==> src/rtl/mips_cpu_pkg.sv <==
// Shared types and decode helpers for the MIPS pipeline memory stage.
package mips_cpu_pkg;

    typedef enum logic [3:0] {
        MEM_NONE, LB, LBU, LH, LHU, LW, SB, SH, SW
    } memop_t;

    typedef enum logic [1:0] {IDLE, BUSY, DONE} mem_state_t;

    function automatic logic is_load(input memop_t op);
        return op inside {LB, LBU, LH, LHU, LW};
    endfunction

    function automatic logic is_store(input memop_t op);
        return op inside {SB, SH, SW};
    endfunction

    function automatic logic misaligned(input memop_t op, input logic [1:0] a);
        case (op)
            LH, LHU, SH: return a[0];
            LW, SW:      return |a;
            default:     return 1'b0;
        endcase
    endfunction

endpackage

==> src/rtl/mem_lane_align.sv <==
// Byte-lane steering for stores and little-endian extraction/extension for loads.
module mem_lane_align
    import mips_cpu_pkg::*;
(
    input  memop_t      memop,
    input  logic [1:0]  byte_off,
    input  logic [31:0] store_data,
    input  logic [31:0] load_word,
    output logic [3:0]  be,
    output logic [31:0] wdata,
    output logic [31:0] load_data
);

    logic [7:0]  byte_sel;
    logic [15:0] half_sel;

    assign byte_sel = load_word[{byte_off, 3'b000} +: 8];
    assign half_sel = byte_off[1] ? load_word[31:16] : load_word[15:0];

    always_comb begin
        be    = 4'b0000;
        wdata = 32'h0;
        case (memop)
            SB: begin
                be    = 4'b0001 << byte_off;
                wdata = {4{store_data[7:0]}};
            end
            SH: begin
                be    = byte_off[1] ? 4'b1100 : 4'b0011;
                wdata = {2{store_data[15:0]}};
            end
            SW: begin
                be    = 4'b1111;
                wdata = store_data;
            end
            LB, LBU, LH, LHU, LW: be = 4'b1111;
            default: ;
        endcase
    end

    always_comb begin
        load_data = 32'h0;
        case (memop)
            LB:      load_data = {{24{byte_sel[7]}}, byte_sel};
            LBU:     load_data = {24'h0, byte_sel};
            LH:      load_data = {{16{half_sel[15]}}, half_sel};
            LHU:     load_data = {16'h0, half_sel};
            LW:      load_data = load_word;
            default: load_data = 32'h0;
        endcase
    end

endmodule

==> src/rtl/mem_stage.sv <==
// MIPS MEM stage: req/ack data-bus access with alignment checks, stall and timeout.
module mem_stage
    import mips_cpu_pkg::*;
#(
    parameter int unsigned DBUS_AW     = 32,
    parameter int unsigned TIMEOUT_CYC = 255
) (
    input  logic               cpu_clk_50M,
    input  logic               cpu_rst,
    input  logic               mem_i_dm2rf,
    input  logic               mem_i_hilowe,
    input  logic               mem_i_rfwe,
    input  logic [4:0]         mem_i_rfwa,
    input  logic [63:0]        mem_i_mulres,
    input  logic [31:0]        mem_i_alures,
    input  logic [31:0]        mem_i_dmdin,
    input  memop_t             mem_i_memop,
    output logic               dbus_req,
    output logic               dbus_we,
    output logic [3:0]         dbus_be,
    output logic [DBUS_AW-1:0] dbus_addr,
    output logic [31:0]        dbus_wdata,
    input  logic               dbus_ack,
    input  logic [31:0]        dbus_rdata,
    output logic               mem_stall,
    output logic               wb_i_dm2rf,
    output logic               wb_i_hilowe,
    output logic               wb_i_rfwe,
    output logic [4:0]         wb_i_rfwa,
    output logic [63:0]        wb_i_mulres,
    output logic [31:0]        wb_i_wdata,
    output logic               mem_o_adel,
    output logic               mem_o_ades,
    output logic               mem_o_buserr
);

    localparam int unsigned CntW = (TIMEOUT_CYC > 1) ? $clog2(TIMEOUT_CYC) : 1;

    mem_state_t  state_q;
    logic [31:0] load_buf_q;
    logic [CntW-1:0] cnt_q;
    logic        err_q;

    logic        load_op, store_op, mis, issue, busy, timeout_hit, stall_c, adel_c;
    logic [3:0]  lane_be;
    logic [31:0] lane_wdata, load_data, load_src;

    assign load_op     = is_load(mem_i_memop);
    assign store_op    = is_store(mem_i_memop);
    assign mis         = misaligned(mem_i_memop, mem_i_alures[1:0]);
    assign issue       = (state_q == IDLE) && (load_op || store_op) && !mis;
    assign busy        = (state_q == BUSY);
    assign timeout_hit = (cnt_q == CntW'(TIMEOUT_CYC - 1));
    assign stall_c     = issue || busy;
    assign adel_c      = (state_q == IDLE) && load_op && mis;
    // The retiring load reads the captured word; rdata is only live during the ack cycle.
    assign load_src    = (state_q == DONE) ? load_buf_q : dbus_rdata;

    mem_lane_align u_lane_align (
        .memop      (mem_i_memop),
        .byte_off   (mem_i_alures[1:0]),
        .store_data (mem_i_dmdin),
        .load_word  (load_src),
        .be         (lane_be),
        .wdata      (lane_wdata),
        .load_data  (load_data)
    );

    always_ff @(posedge cpu_clk_50M) begin
        if (cpu_rst) begin
            state_q    <= IDLE;
            load_buf_q <= 32'h0;
            cnt_q      <= '0;
            err_q      <= 1'b0;
        end else begin
            unique case (state_q)
                IDLE: begin
                    cnt_q <= '0;
                    if (issue) begin
                        if (dbus_ack) begin
                            load_buf_q <= dbus_rdata;
                            state_q    <= DONE;
                        end else begin
                            state_q <= BUSY;
                        end
                    end
                end
                BUSY: begin
                    if (dbus_ack) begin
                        load_buf_q <= dbus_rdata;
                        state_q    <= DONE;
                    end else if (timeout_hit) begin
                        err_q   <= 1'b1;
                        state_q <= DONE;
                    end else begin
                        cnt_q <= cnt_q + 1'b1;
                    end
                end
                DONE: begin
                    cnt_q   <= '0;
                    err_q   <= 1'b0;
                    state_q <= IDLE;
                end
                default: state_q <= IDLE;
            endcase
        end
    end

    always_comb begin
        dbus_req     = 1'b0;
        dbus_we      = 1'b0;
        dbus_be      = 4'b0000;
        dbus_addr    = '0;
        dbus_wdata   = 32'h0;
        mem_stall    = 1'b0;
        wb_i_dm2rf   = 1'b0;
        wb_i_hilowe  = 1'b0;
        wb_i_rfwe    = 1'b0;
        wb_i_rfwa    = 5'h0;
        wb_i_mulres  = 64'h0;
        wb_i_wdata   = 32'h0;
        mem_o_adel   = 1'b0;
        mem_o_ades   = 1'b0;
        mem_o_buserr = 1'b0;
        if (!cpu_rst) begin
            dbus_req  = stall_c;
            mem_stall = stall_c;
            if (stall_c) begin
                dbus_we    = store_op;
                dbus_be    = lane_be;
                dbus_addr  = DBUS_AW'({mem_i_alures[31:2], 2'b00});
                dbus_wdata = lane_wdata;
            end
            mem_o_adel   = adel_c;
            mem_o_ades   = (state_q == IDLE) && store_op && mis;
            mem_o_buserr = busy && !dbus_ack && timeout_hit;
            wb_i_dm2rf   = mem_i_dm2rf;
            wb_i_hilowe  = mem_i_hilowe;
            wb_i_rfwa    = mem_i_rfwa;
            wb_i_mulres  = mem_i_mulres;
            // Write back only when the instruction actually retires without error.
            wb_i_rfwe    = mem_i_rfwe && !store_op && !stall_c && !adel_c
                           && !((state_q == DONE) && err_q);
            wb_i_wdata   = mem_i_dm2rf ? load_data : mem_i_alures;
        end
    end

endmodule

==> config.mk <==
export PLATFORM = sky130hd
export DESIGN_NAME = mem_stage
export DESIGN_NICKNAME = d
export VERILOG_FILES = /design/src/rtl/mips_cpu_pkg.sv /design/src/rtl/mem_lane_align.sv /design/src/rtl/mem_stage.sv
export SDC_FILE = /design/constraint.sdc
export NUM_CORES = 1
export LEC_CHECK = 0
export CAP_MARGIN = 40
export CORE_AREA = 2 2 137 139
export CTS_BUF_LIST = sky130_fd_sc_hd__clkbuf_4 sky130_fd_sc_hd__clkbuf_8
export DETAILED_ROUTE_END_ITERATION = 7
export DIE_AREA = 0 0 139 141
export PLACE_DENSITY_LB_ADDON = 0.2
export SETUP_SLACK_MARGIN = 0.4
export SYNTH_ARGS = -nofsm -noshare
export SYNTH_HDL_FRONTEND = slang
export SYNTH_HIERARCHICAL = 1
export SYNTH_SLANG_ARGS = --single-unit
==> constraint.sdc <==
create_clock -name cpu_clk_50M -period 3.3 [get_ports cpu_clk_50M]
set_clock_uncertainty 0.1 [all_clocks]
set_input_delay 0.33 -clock cpu_clk_50M [delete_from_list [all_inputs] [get_ports cpu_clk_50M]]
set_output_delay 0.33 -clock cpu_clk_50M [all_outputs]
set_load 0.05 [all_outputs]
### Word level (Yosys, flattened, before mapping)

Index checks and enable logic that the tools add are counted.

* logic and storage cells: 99
* flip-flop bits (word level): 43
* output and inout port bits: 178

* add/subtract/negate cells: 1
* equality and inequality tests: 16
* reduce and logical (&&, ||, !) cells: 36
* shift operators: 2
* multiplexer cells: 40

Operators with widths (count)
* 2-to-1 mux 32 bit: 9
* case mux 32 bit (5 select lines): 1
* case mux 32 bit (3 select lines): 1
* 2-to-1 mux 64 bit: 1
* case mux 32 bit (2 select lines): 1
* indexed part select 32 x 6 -> 8 bit: 1
* == test 4 x 3 -> 1 bit, second input constant: 4
* 2-to-1 mux 16 bit: 1
* 2-to-1 mux 8 bit: 2
* case mux 8 bit (2 select lines): 1
* logical AND 1 bit: 13
* 2-to-1 mux 4 bit: 3
* case mux 4 bit (3 select lines): 1
* 2-to-1 mux 1 bit: 11
* adder 8 x 1 -> 8 bit, second input constant: 1
* == test 4 x 2 -> 1 bit, second input constant: 2
* == test 8 bit, second input constant: 1
* 2-to-1 mux 2 bit: 4
* zero test 1 bit: 6
* inequality test 2 bit, second input constant: 3
* AND reduction 3 bit: 2
* nonzero test 2 bit: 3
* OR reduction 2 bit: 3
* OR reduction 6 bit: 1
* other kinds (16): 19

### Depth between registers and ports, before layout

* word-level depth: 11
* mapped depth: 12
* mapped depth without buffers: 9

### By module

The synthesis kept the hierarchy.

By module, submodules not included
* mem_stage: cells an instance 504, seq. area each 860.8 µm², times used 1, area each 3885.0 µm²
* mem_lane_align: cells an instance 183, seq. area each 0.0 µm², times used 1, area each 1301.2 µm²

### Least setup slack after synthesis

Ideal clock, no wire load.

* kind: reg2out
* from: register state_q[0]
* to: output wb_i_rfwe
* cell stages (with the launch flop): 6
* setup slack: -476 ps
* required time: 2870 ps
* arrival: 3346 ps
* cells stage by stage: dfxtp_1 > buf_2 > inv_1 > nand2_1 > o2111ai_1 > a2111oi_0

* longest elaborated chain between the ends: 9

RTL lines
* start, declared: RTL line mem_stage.sv:39 `mem_state_t state_q;`
* start signal, assigned: RTL line mem_stage.sv:71 `state_q <= IDLE;`
* start signal, assigned: RTL line mem_stage.sv:82 `state_q <= DONE;`
* start signal, assigned: RTL line mem_stage.sv:84 `state_q <= BUSY;`
* zero test 2 bit: RTL line mem_stage.sv:51, mem_stage.sv:55
* logical AND 1 bit (2 in series): RTL line mem_stage.sv:51 `assign issue = (state_q == IDLE) && (load_op || store_op) && !mis;`
* logical OR 1 bit: RTL line mem_stage.sv:54 `assign stall_c = issue || busy;`
* zero test 1 bit: RTL line mem_stage.sv:142 `wb_i_rfwe = mem_i_rfwe && !store_op && !stall_c && !adel_c`
* logical AND 1 bit (2 in series): RTL line mem_stage.sv:142
* logical AND 1 bit (*): RTL line mem_stage.sv:143 `&& !((state_q == DONE) && err_q);`
* 2-to-1 mux 1 bit (*): RTL line mem_stage.sv:125 `if (!cpu_rst) begin`
* end, declared: RTL line mem_stage.sv:28 `output logic wb_i_rfwe,`

Every way passes the cells marked *; elsewhere a longest branch is shown, timed or not.

### Worst setup path in the final report

* from: register state_q[0]
* to: output wb_i_wdata[10]

* longest elaborated chain between the ends: 6

RTL lines
* == test 2 bit: RTL line mem_stage.sv:57 `assign load_src = (state_q == DONE) ? load_buf_q : dbus_rdata;`
* 2-to-1 mux 32 bit: RTL line mem_stage.sv:57
* named net load_src[7]: RTL line mem_stage.sv:46 `logic [31:0] lane_wdata, load_data, load_src;`
* indexed part select 32 x 6 -> 8 bit: RTL line mem_lane_align.sv:17 `assign byte_sel = load_word[{byte_off, 3'b000} +: 8];`
* case mux 32 bit (5 select lines): RTL line mem_lane_align.sv:43 `case (memop)`
* named net load_data[10]: RTL line mem_stage.sv:46
* 2-to-1 mux 32 bit: RTL line mem_stage.sv:144 `wb_i_wdata = mem_i_dm2rf ? load_data : mem_i_alures;`
* 2-to-1 mux 32 bit: RTL line mem_stage.sv:125
* end, declared: RTL line mem_stage.sv:31 `output logic [31:0] wb_i_wdata,`

The timed path passes the listed nets, and every way through them passes these cells.

==> out/results.md <==
| Result | This run | Unit |
|:---|:---|:---|
| Fraction of the yosys area taken by sequential cells | 16.6 | % |
| Max-slew violation count | 0 | - |
| Worst R2R Setup Slack | 1.48 | ns |
| Post-DRT Antenna Nets | 0 | - |
| WP data arrival | 2.74 | ns |
| Highest ir drop seen on vdd | 0.155 | mV |
| Area share of xor/xnor cells in the synthesized design | 0.676 | % |
| Reported net switching power | 1.03 | mW |
| Distinct cell type count after synthesis | 58 | - |
| Sequential fraction of design power | 21.7 | % |
| Static power due to leakage | 4.51 | nW |
| Placed cells | 1241 | - |
| Global router's overall resource usage | 24.2 | % |
| Core Area | 0.0183 | mm² |
| Placer's final routability congestion estimate | 0.896 | - |
| Simple-gate portion of the synthesized area | 37.5 | % |
| Final Non-Filler Cells | 1281 | - |
| Clk network pwr share | 17.2 | % |
| Die X | 139 | µm |
| Reg2Reg Launch Point | state_q[1]$_SDFFE_PP0P_ | - |
| Synthesized-area fraction occupied by ao, oa, aoi and oai cells | 13.0 | % |
| Wire length of the first global-routing pass | 37.5 | mm |
| Cell types with the largest area share after synthesis | sky130_fd_sc_hd__dfxtp_1 (17%), sky130_fd_sc_hd__mux2i_1 (14%), sky130_fd_sc_hd__and2_1 (9.3%) | - |
| Cell type contributing the most total cell area after synthesis | sky130_fd_sc_hd__dfxtp_1 | - |
| Dpl ws | 0.00870 | ns |
| Delay contributed by the slowest stage of the critical path | 0.49 | ns |
| Endpoint class of the critical path | primary output | - |
| Path depth of the worst reg2reg path | 5 | - |
| Total power draw | 2.59 | mW |
| Run status | completed | - |
| Die extent in y | 141 | µm |
| Internal Pwr Total | 1.55 | mW |
| I/O Buffers | 350 | - |
| Cell chain of the critical path | inv_8 > nand2_8 > mux2_4 > mux4_2 > and4_4 > a221o_1 > mux2i_2 > nor2_4 > buf_12 | - |
| Max-Slew Margin vs Limit | 44.7 | % |
| Startpoint-to-endpoint class of the critical path | reg2out | - |
| Final min period | 3.17 | ns |
| Hold path depth | 2 | - |
| Startpoint Class | flip-flop | - |
| Number of buffers on the longest clock path | 2 | - |
| Hold Startpoint | load_buf_q[20]$_SDFFE_PP0P_ | - |
| Flop and latch count out of synthesis | 43 | - |
| DIE AREA | 0.0196 | mm² |
| Antenna diode count | 0 | - |
| Ratio of cells with drive above 1 in the final layout | 28.8 | % |
| Initial antenna violation count | 0 | - |
| Clock tree root driver cell | sky130_fd_sc_hd__clkbuf_8 | - |
| Final Cycle Share | 96.2 | % |
| I/O pin count | 353 | - |
| Gate count after technology mapping | 687 | - |
| Combinational family with the most area after synthesis | simple AND/OR/NAND/NOR gates | - |
| Comb power frac | 61.1 | % |
| Cell with the most instances after synthesis | sky130_fd_sc_hd__nand2_1 | - |
| Share of cell area taken by muxes after synthesis | 24.5 | % |
| Top flip-flop cell by instance count after synthesis | sky130_fd_sc_hd__dfxtp_1 | - |
| Number of global-route vias before repair | 6397 | - |
| Number of warnings issued by yosys | 6 | - |
| DRC violations left | 0 | - |
| Sinks on Clock Net | 43 | - |
| Routed WL | 25.4 | mm |
| Detailed placer's ending HPWL | 19.0 | mm |
| Source-to-sink clock delay at the later pin of the worst-skew pair | 0.31 | ns |
| Maximum clock frequency | 0.315 | GHz |
| Setup repair after global routing missed its margin | true | - |
| Total via count in the routed design | 6466 | - |
| Starting density of the core | 28.4 | % |
| Maximum number of pins on one net before global-route repair | 83 | - |
| Switching portion of total power | 40.0 | % |
| Count of standard-cell rows | 50 | - |
| Critical path's slowest cell | sky130_fd_sc_hd__mux4_2 | - |
| Number of design-rule violations left by the first detailed-router iteration | 291 | - |
| Post-synthesis area per instance | 7.55 | µm² |
| Number of endpoints failing setup at the final stage | 0 | - |
| Remaining global-route overflow | 0 | - |
| Share of flip-flops with an asynchronous set or reset after synthesis | 0 | % |
| Number of search-and-repair iterations in the first detailed-routing pass | 5 | - |
| Kind of cell with the highest combined delay on the critical path | multiplexers | - |
| Worst Max-Slew Pin Slew | 0.829 | ns |
| Number of enable-type register cells in the synthesized netlist | 0 | - |
| Final worst slack | 0.127 | ns |
| Top-area cell type share of the netlist area | 16.6 | % |
| Max FO, Critical Path | 8 | - |
| Clock transition at the registers of the reported paths | 0.09 | ns |
| Cell Area, Synth | 0.00519 | mm² |
| Synth-to-Final Area Change | 109 | % |
| Cell Pwr Density | 239 | mW/mm² |
| FF-to-FF End | cnt_q[7]$_SDFFE_PP0P_ | - |
| Hold buffers post-CTS | 0 | - |
| Max-cap violations | 0 | - |
| Final number of hold-violating endpoints | 0 | - |
| Hold Crit Endpoint | load_buf_q[20]$_SDFFE_PP0P_ | - |
| Wirelength per Cell | 19.8 | µm |
| Worst path required time | 2.87 | ns |
| HP Class | reg2reg | - |
| Average via count per standard cell | 5.05 | - |
| Number of buffers added by the clock tree synthesis step | 5 | - |
| Adder and majority gate portion of the synthesized area | 0.483 | % |
| Number of nets in the finished design | 1223 | - |
| List of most frequent post-synthesis cells | sky130_fd_sc_hd__nand2_1 (117), sky130_fd_sc_hd__and2_1 (77), sky130_fd_sc_hd__mux2i_1 (75), sky130_fd_sc_hd__nor2b_1 (73), sky130_fd_sc_hd__nor2_1 (50) | - |
| Buffers plus inverters on the worst setup path | 2 | - |
| CTS tree | done | - |
| Number of H-tree levels | 2 | - |
[cells in the final DEF (no fill, tap or decap), drive strengths merged, types with 22 or more instances in the layout]
cell / Yosys / final
clkdlybuf4s50: 0 / 237
buf: 32 / 155
nand2: 117 / 119
and2: 78 / 78
mux2i: 75 / 75
nor2b: 73 / 73
nor2: 50 / 50
dfxtp: 43 / 43
mux2: 32 / 32
o21ai: 22 / 22
[power by group through the flow]
stage	combinational [mW]	clock, mW	sequential (mW)
2_1_floorplan	0.776	0	0.566
3_3_place_gp	1.45	0	0.568
3_5_place_dp	1.46	0	0.569
4_1_cts	1.53	0.451	0.560
5_1_grt	1.65	0.479	0.563
6_report	1.58	0.445	0.561
[timing repair]
| action | in CTS | in global routing |
|---|---|---|
| gates cloned | 3 | 4 |
| endpoints found under the setup margin | 101 | 100 |
| buffers inserted | 16 | 9 |
| pin swaps | 8 | 16 |
| gates resized for setup | 71 | 47 |
[worst min-delay path, delay by kind of cell, from the launching register on]
family           cells  cell delay, ns
DFF                  1            0.32
muxes                1            0.05
and+or+nand+nor      1            0.05
[stage by stage]
| step | instance area (µm²) | hold slack (ns) | TNS, ns | util, % |
|---|---|---|---|---|
| 6_report | 10800 | 0.361 | 0 | 59.4 |
| 5_1_grt | 10800 | 0.378 | 0 | 59.4 |
| 4_1_cts | 10500 | 0.363 | 0 | 57.7 |
| 3_5_place_dp | 10000 | 0.347 | 0 | 54.8 |
| 3_3_place_gp | 10000 | 0.340 | -0.0194 | 54.7 |
| 2_1_floorplan | 5260 | 0.332 | 0 | - |
[layer usage]
| layer | GRT usage [%] | wire, µm | part of all wire (%) | vias to the layer above |
|---|---|---|---|---|
| li1 | - | - | - | 3069 |
| met1 | 28.2 | 9830 | 39 | 3049 |
| met2 | 45.6 | 13300 | 52 | 322 |
| met3 | 6.22 | 1940 | 7.6 | 26 |
| met4 | 3.46 | 312 | 1.2 | 0 |
| met5 | 0 | 0 | 0 | - |
[sequential cells by signal, summed over array words and instances (netlist names)]
| register | count |
|---|---|
| cnt_q | 8 |
| err_q | 1 |
| load_buf_q | 32 |
| state_q | 2 |
[cell type report]
cell class / count / area (µm²)
flip-flops and latches: 43 / 868
inverters: 10 / 45.0
fillers: 1616 / 7420
multi-input cells: 577 / 4290
well taps: 234 / 293
repair buffers: 409 / 5240
clock inverters: 2 / 35.0
clock buffers: 6 / 82.6
[worst max path at each step]
stage / startpoint / endpoint / slack [ns] / depth (start not counted)
after floorplan: state_q[0]$_SDFFE_PP0P_ / wb_i_wdata[10] / 0.40 / 11
after global placement: mem_i_memop[2] / wb_i_wdata[24] / -0.02 / 10
after detailed placement: mem_i_memop[2] / wb_i_wdata[24] / 0.009 / 10
after CTS: state_q[0]$_SDFFE_PP0P_ / wb_i_wdata[1] / 0.11 / 10
after global routing: state_q[0]$_SDFFE_PP0P_ / wb_i_wdata[5] / 0.05 / 10
final: state_q[0]$_SDFFE_PP0P_ / wb_i_wdata[10] / 0.13 / 9
[cell families (layout without fill, tap and decap cells)]
logic type,after synthesis,count (layout)
adder cells (fa/ha/maj),2,2
flip-flops,43,43
AND/OR/NAND/NOR,367,369
multiplexers,114,114
buffers and inverters,70,427
other,1,2
XOR/XNOR,4,4
AO/OA/AOI/OAI,86,86
No activity file was read; power rests on OpenSTA's default activity.
